File: src/rtl/clock_gen_multi.sv
// -----------------------------------------------------------------------------
// clock_gen_multi
//
// Multi-channel programmable clock divider. Each of N_CH channels produces a
// divided clock with runtime-programmable period and high time, plus a
// one-cycle tick at the start of every output period. New settings are held
// in a shadow register and only take effect at a period boundary, so an
// output never shows a runt pulse. A global sync restarts all channels in
// phase.
//
// Ports:
//   clk_i         master clock, all logic on posedge
//   rst_ni        asynchronous active-low reset
//   ch_en_i       per-channel enable (level)
//   load_i        one-cycle strobe: write period_in_i/high_in_i to load_ch_i
//   load_ch_i     target channel of a load (values >= N_CH are ignored)
//   period_in_i   requested period in clk cycles (clamped to >= 2)
//   high_in_i     requested high time in clk cycles (clamped to 1..period-1)
//   sync_i        one-cycle strobe: restart all channels in phase
//   clk_out_o     divided clocks (registered)
//   tick_o        one-cycle pulse at the start of each period (registered)
//   pending_o     a shadow write is waiting for the next period boundary
// -----------------------------------------------------------------------------
module clock_gen_multi #(
    parameter int MASTER_CLK_FRQ = 12000000,
    parameter int N_CH           = 4,
    parameter int CNT_W          = 24,
    parameter int DEF_PERIOD_MS  = 1000,
    localparam int CH_W          = (N_CH > 1) ? $clog2(N_CH) : 1
) (
    input  logic             clk_i,
    input  logic             rst_ni,
    input  logic [N_CH-1:0]  ch_en_i,
    input  logic             load_i,
    input  logic [CH_W-1:0]  load_ch_i,
    input  logic [CNT_W-1:0] period_in_i,
    input  logic [CNT_W-1:0] high_in_i,
    input  logic             sync_i,
    output logic [N_CH-1:0]  clk_out_o,
    output logic [N_CH-1:0]  tick_o,
    output logic [N_CH-1:0]  pending_o
);

    localparam logic [CNT_W-1:0] DEF_PERIOD = CNT_W'(MASTER_CLK_FRQ / 1000 * DEF_PERIOD_MS);
    localparam logic [CNT_W-1:0] DEF_HIGH   = DEF_PERIOD >> 1;

    // Clamped load values, shared by all channels. The clamp guarantees the
    // output has both a high and a low phase in every period.
    logic [CNT_W-1:0] load_period;
    logic [CNT_W-1:0] load_high;
    logic [CNT_W-1:0] high_floor;

    always_comb begin
        load_period = (period_in_i < CNT_W'(2)) ? CNT_W'(2) : period_in_i;
        high_floor  = (high_in_i == '0) ? CNT_W'(1) : high_in_i;
        load_high   = (high_floor > load_period - CNT_W'(1)) ? load_period - CNT_W'(1)
                                                             : high_floor;
    end

    for (genvar i = 0; i < N_CH; i++) begin : g_ch
        logic [CNT_W-1:0] cnt_q,      cnt_d;
        logic [CNT_W-1:0] period_q,   period_d;
        logic [CNT_W-1:0] high_q,     high_d;
        logic [CNT_W-1:0] period_s_q, period_s_d;
        logic [CNT_W-1:0] high_s_q,   high_s_d;
        logic             pending_q,  pending_d;
        logic             clk_out_q,  clk_out_d;
        logic             tick_q,     tick_d;
        logic             sel;
        logic             wrap;

        assign sel  = load_i && (load_ch_i == CH_W'(i));
        assign wrap = (cnt_q == period_q - CNT_W'(1));

        always_comb begin
            cnt_d      = cnt_q;
            period_d   = period_q;
            high_d     = high_q;
            period_s_d = period_s_q;
            high_s_d   = high_s_q;
            pending_d  = pending_q;
            clk_out_d  = clk_out_q;
            tick_d     = tick_q;

            if (sync_i) begin
                // Sync is a period boundary for every channel; a load in the
                // same cycle bypasses the shadow entirely.
                cnt_d     = '0;
                clk_out_d = 1'b0;
                tick_d    = 1'b0;
                pending_d = 1'b0;
                if (sel) begin
                    period_d = load_period;
                    high_d   = load_high;
                end else if (pending_q) begin
                    period_d = period_s_q;
                    high_d   = high_s_q;
                end
            end else if (!ch_en_i[i]) begin
                // A disabled channel sits at its period start, so any
                // outstanding shadow can be applied right away.
                cnt_d     = '0;
                clk_out_d = 1'b0;
                tick_d    = 1'b0;
                pending_d = 1'b0;
                if (pending_q) begin
                    period_d = period_s_q;
                    high_d   = high_s_q;
                end
                if (sel) begin
                    period_d = load_period;
                    high_d   = load_high;
                end
            end else begin
                clk_out_d = (cnt_q < high_q);
                tick_d    = (cnt_q == '0);
                cnt_d     = wrap ? '0 : cnt_q + CNT_W'(1);
                // The old shadow is applied at this wrap before a same-cycle
                // load re-arms pending for the following wrap.
                if (wrap && pending_q) begin
                    period_d  = period_s_q;
                    high_d    = high_s_q;
                    pending_d = 1'b0;
                end
                if (sel) begin
                    period_s_d = load_period;
                    high_s_d   = load_high;
                    pending_d  = 1'b1;
                end
            end
        end

        always_ff @(posedge clk_i or negedge rst_ni) begin
            if (!rst_ni) begin
                cnt_q      <= '0;
                period_q   <= DEF_PERIOD;
                high_q     <= DEF_HIGH;
                period_s_q <= DEF_PERIOD;
                high_s_q   <= DEF_HIGH;
                pending_q  <= 1'b0;
                clk_out_q  <= 1'b0;
                tick_q     <= 1'b0;
            end else begin
                cnt_q      <= cnt_d;
                period_q   <= period_d;
                high_q     <= high_d;
                period_s_q <= period_s_d;
                high_s_q   <= high_s_d;
                pending_q  <= pending_d;
                clk_out_q  <= clk_out_d;
                tick_q     <= tick_d;
            end
        end

        assign clk_out_o[i] = clk_out_q;
        assign tick_o[i]    = tick_q;
        assign pending_o[i] = pending_q;
    end

endmodule
File: config.mk
export PLATFORM = sky130hd
export DESIGN_NAME = clock_gen_multi
export DESIGN_NICKNAME = d
export VERILOG_FILES = /design/src/rtl/clock_gen_multi.sv
export SDC_FILE = /design/constraint.sdc
export NUM_CORES = 2
export LEC_CHECK = 0
export CAP_MARGIN = 10
export CORE_ASPECT_RATIO = 0.6
export CORE_MARGIN = 10
export CORE_UTILIZATION = 35
export CTS_CLUSTER_SIZE = 24
export DETAILED_ROUTE_END_ITERATION = 16
export HOLD_SLACK_MARGIN = 0.15
export PLACE_DENSITY = 0.57
export SLEW_MARGIN = 20
export SYNTH_ARGS = -nofsm -noshare
export SYNTH_HDL_FRONTEND = slang
export SYNTH_SLANG_ARGS = --single-unit
File: constraint.sdc
create_clock -name clk_i -period 7.7 [get_ports clk_i]
set_input_delay 0.77 -clock clk_i [delete_from_list [all_inputs] [get_ports clk_i]]
set_output_delay 0.77 -clock clk_i [all_outputs]
set_load 0.01 [all_outputs]
Word-level counts from Yosys, hierarchy flattened
Index checks and enable logic that the tools add are counted.

RAM bits: 0. Output and inout port bits: 12. Memories kept: 0. Input bits: 58. Word-level logic and storage cells: 168. Register bits: 492. Latch bits: 0. ROM bits: 0.

Multiplexer cells: 87. Equal/unequal tests: 15. Add/subtract/negate cells: 9. Reduce and logical (&&, ||, !) cells: 18. Shifts and indexed selects: 0. Multipliers: 0. Bitwise logic cells: 1. $lt $le $gt $ge: 6. Div/mod/pow operators: 0.

Operators with widths (count): 24-bit two-way mux (55); 24-bit zero test (5); 24-bit by 1-bit subtractor with 24-bit output, second input constant (5); 24-bit by 1-bit adder with 24-bit output, second input constant (4); 24-bit == test (4); 24-bit < comparator (4); 1-bit two-way mux (32); 24-bit greater-than comparator (1); 24-bit by 2-bit < comparator with 1-bit output, second input constant (1); 4-bit by 1-bit != test with 1-bit output, second input constant (4); 3-bit by 1-bit != test with 1-bit output, second input constant (4); 3-bit AND reduction (4); 1-bit logical AND (8); 2-bit == test, second input constant (2); 2-bit by 1-bit == test with 1-bit output, second input constant (1); 2-bit zero test (1); 1-bit inverter (1).

Depth between registers and ports, before layout
Word-level depth: 8. Depth in mapped cells: 22. Depth with buffers taken out: 20.

Worst setup path after synthesis
OpenSTA, ideal clock, no wires.

Kind: input to register. Start: input period_in_i[16]. End: register g_ch[2].high_s_q[23]. Buffers on the path: 2. Stages on the path: 18. Library setup time: 0.083 ns. Required time: 7.617 ns. Setup slack: 1.632 ns. Data arrival time: 5.984 ns. Path through: or4_1 or4_1 o21ai_1 ha_1 nand2b_1 nor3_1 nand4b_1 nor4_1 xnor2_1 ha_1 nand4_1 nor4_1 o31ai_1 a31oi_1 clkbuf_1 buf_1 mux2_2 o21ai_0.

Cells in the longest elaborated chain, start to end: 5.

RTL lines: start, declared (line 36) `input logic [CNT_W-1:0] period_in_i,`; 24-bit by 2-bit < comparator with 1-bit output (line 54) `load_period = (period_in_i < CNT_W'(2)) ? CNT_W'(2) : period_in_i;`; 24-bit two-way mux (*) (line 54); 24-bit by 1-bit subtractor with 24-bit output (*) (line 56) `load_high = (high_floor > load_period - CNT_W'(1)) ? load_period - CNT_W'(1)`; 24-bit greater-than comparator (line 56); 24-bit two-way mux (*) (line 56); end signal, assigned (line 148) `high_s_q <= high_s_d;`; end, declared (line 65) `logic [CNT_W-1:0] high_s_q, high_s_d;`.

Every way passes the cells marked *; elsewhere a longest branch is shown, timed or not. A chain may end at the register's enable or synchronous reset.

Worst setup path after layout
Start: input period_in_i[13]. End: register g_ch[3].high_q[21].

Cells in the longest elaborated chain, start to end: 8.

RTL lines: 24-bit by 2-bit < comparator with 1-bit output (line 54); 24-bit two-way mux (*) (line 54); 24-bit by 1-bit subtractor with 24-bit output (*) (line 56); 24-bit greater-than comparator (line 56); 24-bit two-way mux (*) (line 56); 24-bit two-way mux (*) (line 92, 110); 24-bit two-way mux (line 99) `end else if (!ch_en_i[i]) begin`; 24-bit two-way mux (*) (line 85) `if (sync_i) begin`; end signal, assigned (line 146) `high_q <= high_d;`; end, declared (line 63) `logic [CNT_W-1:0] high_q, high_d;`.

Marks and branches as above.

==> metrics.md <==
| Metric | Value |
|---|---|
| CTS sink count | `492` |
| CTS tree | `built` |
| Filler cell count | `8,501` |
| Tcrit/Tclk final | `0.867` |
| CP Capture Type | `flop` |
| Worst hold path class | `flop to flop` |
| Clk root buf | `clkbuf_16` |
| Starting Density | `0.353` |
| Largest net degree at the start of global routing | `133` |
| First-pass GRT wire length | `159 mm` |
| Grt met2 use | `0.283` |
| Clock Path Buffers | `3` |
| GRT Total Usage | `0.210` |
| Critical Path RT | `8.19 ns` |
| CTS buffer count | `48` |
| Synth Flop Type | `dfrtp_1` |
| Number of instances in the placed design | `4,365` |
| Vias | `25,494` |
| Worst-margin pin slew | `1.08 ns` |
| Max Cap Violations | `0` |
| Total Die Area | `98,800 um^2` |
| Fin cells | `4,455` |
| Post-synth EDFFs | `0` |
| Status | `completed` |
| Core Rows | `83` |
| Fin crit period | `6.68 ns` |
| Register bit total from synthesis | `492` |
| Syn Nets | `3,536` |
| Top Usage Layer GRT | `met1` |
| Pins over their slew limit | `0` |
| LEAKAGE | `14.0 nW` |
| Skew final | `0.0155 ns` |
| Yosys top cell area share | `0.275` |
| Final setup margin | `1.02 ns` |
| Core box area | `85,500 um^2` |
| Met1 global-route usage | `0.320` |
| Ys Warns | `0` |
| Initial DRC Count | `2,852` |
| CP max FO | `35` |
| Yosys cell types | `85` |
| Seq/Total Area, Yosys | `0.415` |
| Post-synth ARST share | `1.00` |
| Most frequent cell after synthesis | `nand2_1` |
| Die width | `399 um` |
| Crit path DAT | `7.17 ns` |
| Hold slack | `0.482 ns` |
| Die height | `247 um` |
| Syn Area/Cell | `9.01 um^2` |
| Post-DP HPWL | `73.5 mm` |
| Leading area contributor after synthesis | `dfrtp_1` |
| F_max | `0.150 GHz` |
| RSZ-0062 raised after global routing | `no` |
| DRT antenna net count | `0` |
| Clk_lat worst skew | `0.59 ns` |
| Placement Cell Area | `31,800 um^2` |
| # nets final | `3,456` |
| Setup tns final | `0 ns` |
| DR pass1 iterations | `5` |
| DRC Markers | `0` |
| Crit path kind | `primary input to flop` |
| # hold bufs at CTS | `1` |
| Ranking of synthesized cells by area | `dfrtp_1, dfstp_2, ha_1, o21ai_0, mux2_2` |
| Post-cts sizing count | `0` |
| Post-Syn Area | `30,200 um^2` |
| Slew headroom | `0.276` |
| Layout cells sized above 1 | `0.150` |
| Final instance area | `33,500 um^2` |
| Setup violators final | `0` |
| Total power per unit cell area | `237 nW/um^2` |
| Synthesis-to-layout area growth | `11.0%` |
| Clk slew on worst S/H paths | `0.07 ns` |
| Final hold violation count | `0` |
| GR Util met3 | `0.0625` |
| Port Buffer Count | `69` |
| Startpoint types | `primary input` |
| Initial antenna violation count | `12` |
| IO Count | `70` |
| GPL Wtd Cong | `0.899` |
| Synth cell count leaders | `nand2_1, dfrtp_1, o21ai_0` |
| Grt total ovfl | `0` |
| Number of global-route vias before repair | `23,774` |
| Final wirelength | `106 mm` |
| # Post-CTS Setup Buffers | `0` |
| H-tree lvl count | `2` |
| Dpl ws | `0.641 ns` |
| Cells after synthesis | `3,349` |
| Via/cell ratio | `5.72` |
| Peak VDD IR | `263 uV` |
| Routed WL per cell | `23.8 um` |
[path summary, 6_finish.rpt]
| check | from | slack [ns] | depth (start not counted) | end |
|---|---|---|---|---|
| max in group asynchronous | rst_ni | 5.58 | 3 | g_ch[1].cnt_q[3] |
| min in group asynchronous | rst_ni | 0.75 | 2 | g_ch[2].period_q[14] |
| worst max register to register | g_ch[2].period_q[0] | 2.83 | 11 | g_ch[2].high_q[5] |
| worst min-delay path | g_ch[3].high_s_q[5] | 0.48 | 2 | g_ch[3].high_s_q[5] |
| worst max-delay path | period_in_i[13] | 1.02 | 21 | g_ch[3].high_q[21] |
| worst min register to register | g_ch[3].high_s_q[5] | 0.48 | 2 | g_ch[3].high_s_q[5] |
[metal layers]
metal	part of all wire	wire length (um)
met1	0.48	51300
met2	0.39	41200
met3	0.10	11100
met4	0.024	2510
met5	0.00012	13
[critical path, cell delays in order]
cell and delay (ns):
clkdlybuf4s50_1 0.66, or4_1 0.56, or4_1 0.61, o21ai_1 0.20, ha_1 0.21, nand2b_1 0.08
nor3_1 0.16, buf_4 0.16, nand4b_1 0.23, nor4_1 0.39, xnor2_1 0.14, ha_1 0.31
nand4_1 0.14, nor4_1 0.35, o31ai_1 0.18, a31oi_4 0.57, buf_12 0.27, nor2_1 0.07
a21oi_1 0.66, o21ai_0 0.19, a221oi_1 0.24
[per-stage QoR]
step,total power (W),utilization
3_3_place_gp,0.00537,0.372
6_report,0.00795,0.392
2_1_floorplan,0.00477,-
3_5_place_dp,0.00540,0.372
5_1_grt,0.00839,0.392
4_1_cts,0.00798,0.392
[cells in the final DEF, fill, tap and decap left out, types with 103 or more instances in the layout]
cell type / count
nand2_1: 337
dfrtp_1: 332
o21ai_0: 305
nor2_1: 275
dfstp_2: 160
a21oi_1: 151
inv_1: 139
ha_1: 129
xnor2_1: 122
mux2_2: 119
o22ai_1: 112
xor2_1: 103
[flip-flops by register name (all words and copies together), names as in the netlist]
name,cells
g_ch.pending_q,4
g_ch.period_s_q,96
g_ch.period_q,96
g_ch.clk_out_q,4
g_ch.tick_q,4
g_ch.cnt_q,96
g_ch.high_q,96
g_ch.high_s_q,96
[logic make-up after synthesis]
| family | after synthesis | share of synthesized area |
|---|---|---|
| compound gates | 824 | 0.167 |
| xor+xnor | 225 | 0.0653 |
| fa+ha+maj | 129 | 0.0535 |
| buf+inv | 414 | 0.0559 |
| flops | 492 | 0.415 |
| mux | 190 | 0.0707 |
| simple gates | 1075 | 0.173 |
[where the power goes]
group | internal [W] | leakage, nW | switching, W
Clock | 0.00144 | 0.822 | 0.00111
Sequential | 0.00319 | 5.91 | 0.000451
Combinational | 0.000758 | 7.26 | 0.00100
Total | 0.00539 | 14.0 | 0.00256
[cell type report]
class | instances | area, um^2 | share of cell area
Multi-Input combinational cell | 2443 | 16100 | 0.480
Antenna cell | 2 | 5.00 | 0.000149
Clock inverter | 22 | 238 | 0.00710
Clock buffer | 65 | 1400 | 0.0417
Inverter | 139 | 522 | 0.0156
Sequential cell | 492 | 12500 | 0.374
Timing Repair Buffer | 145 | 1290 | 0.0386
Tap cell | 1147 | 1440 | 0.0428
No activity file was read; power rests on OpenSTA's default activity.
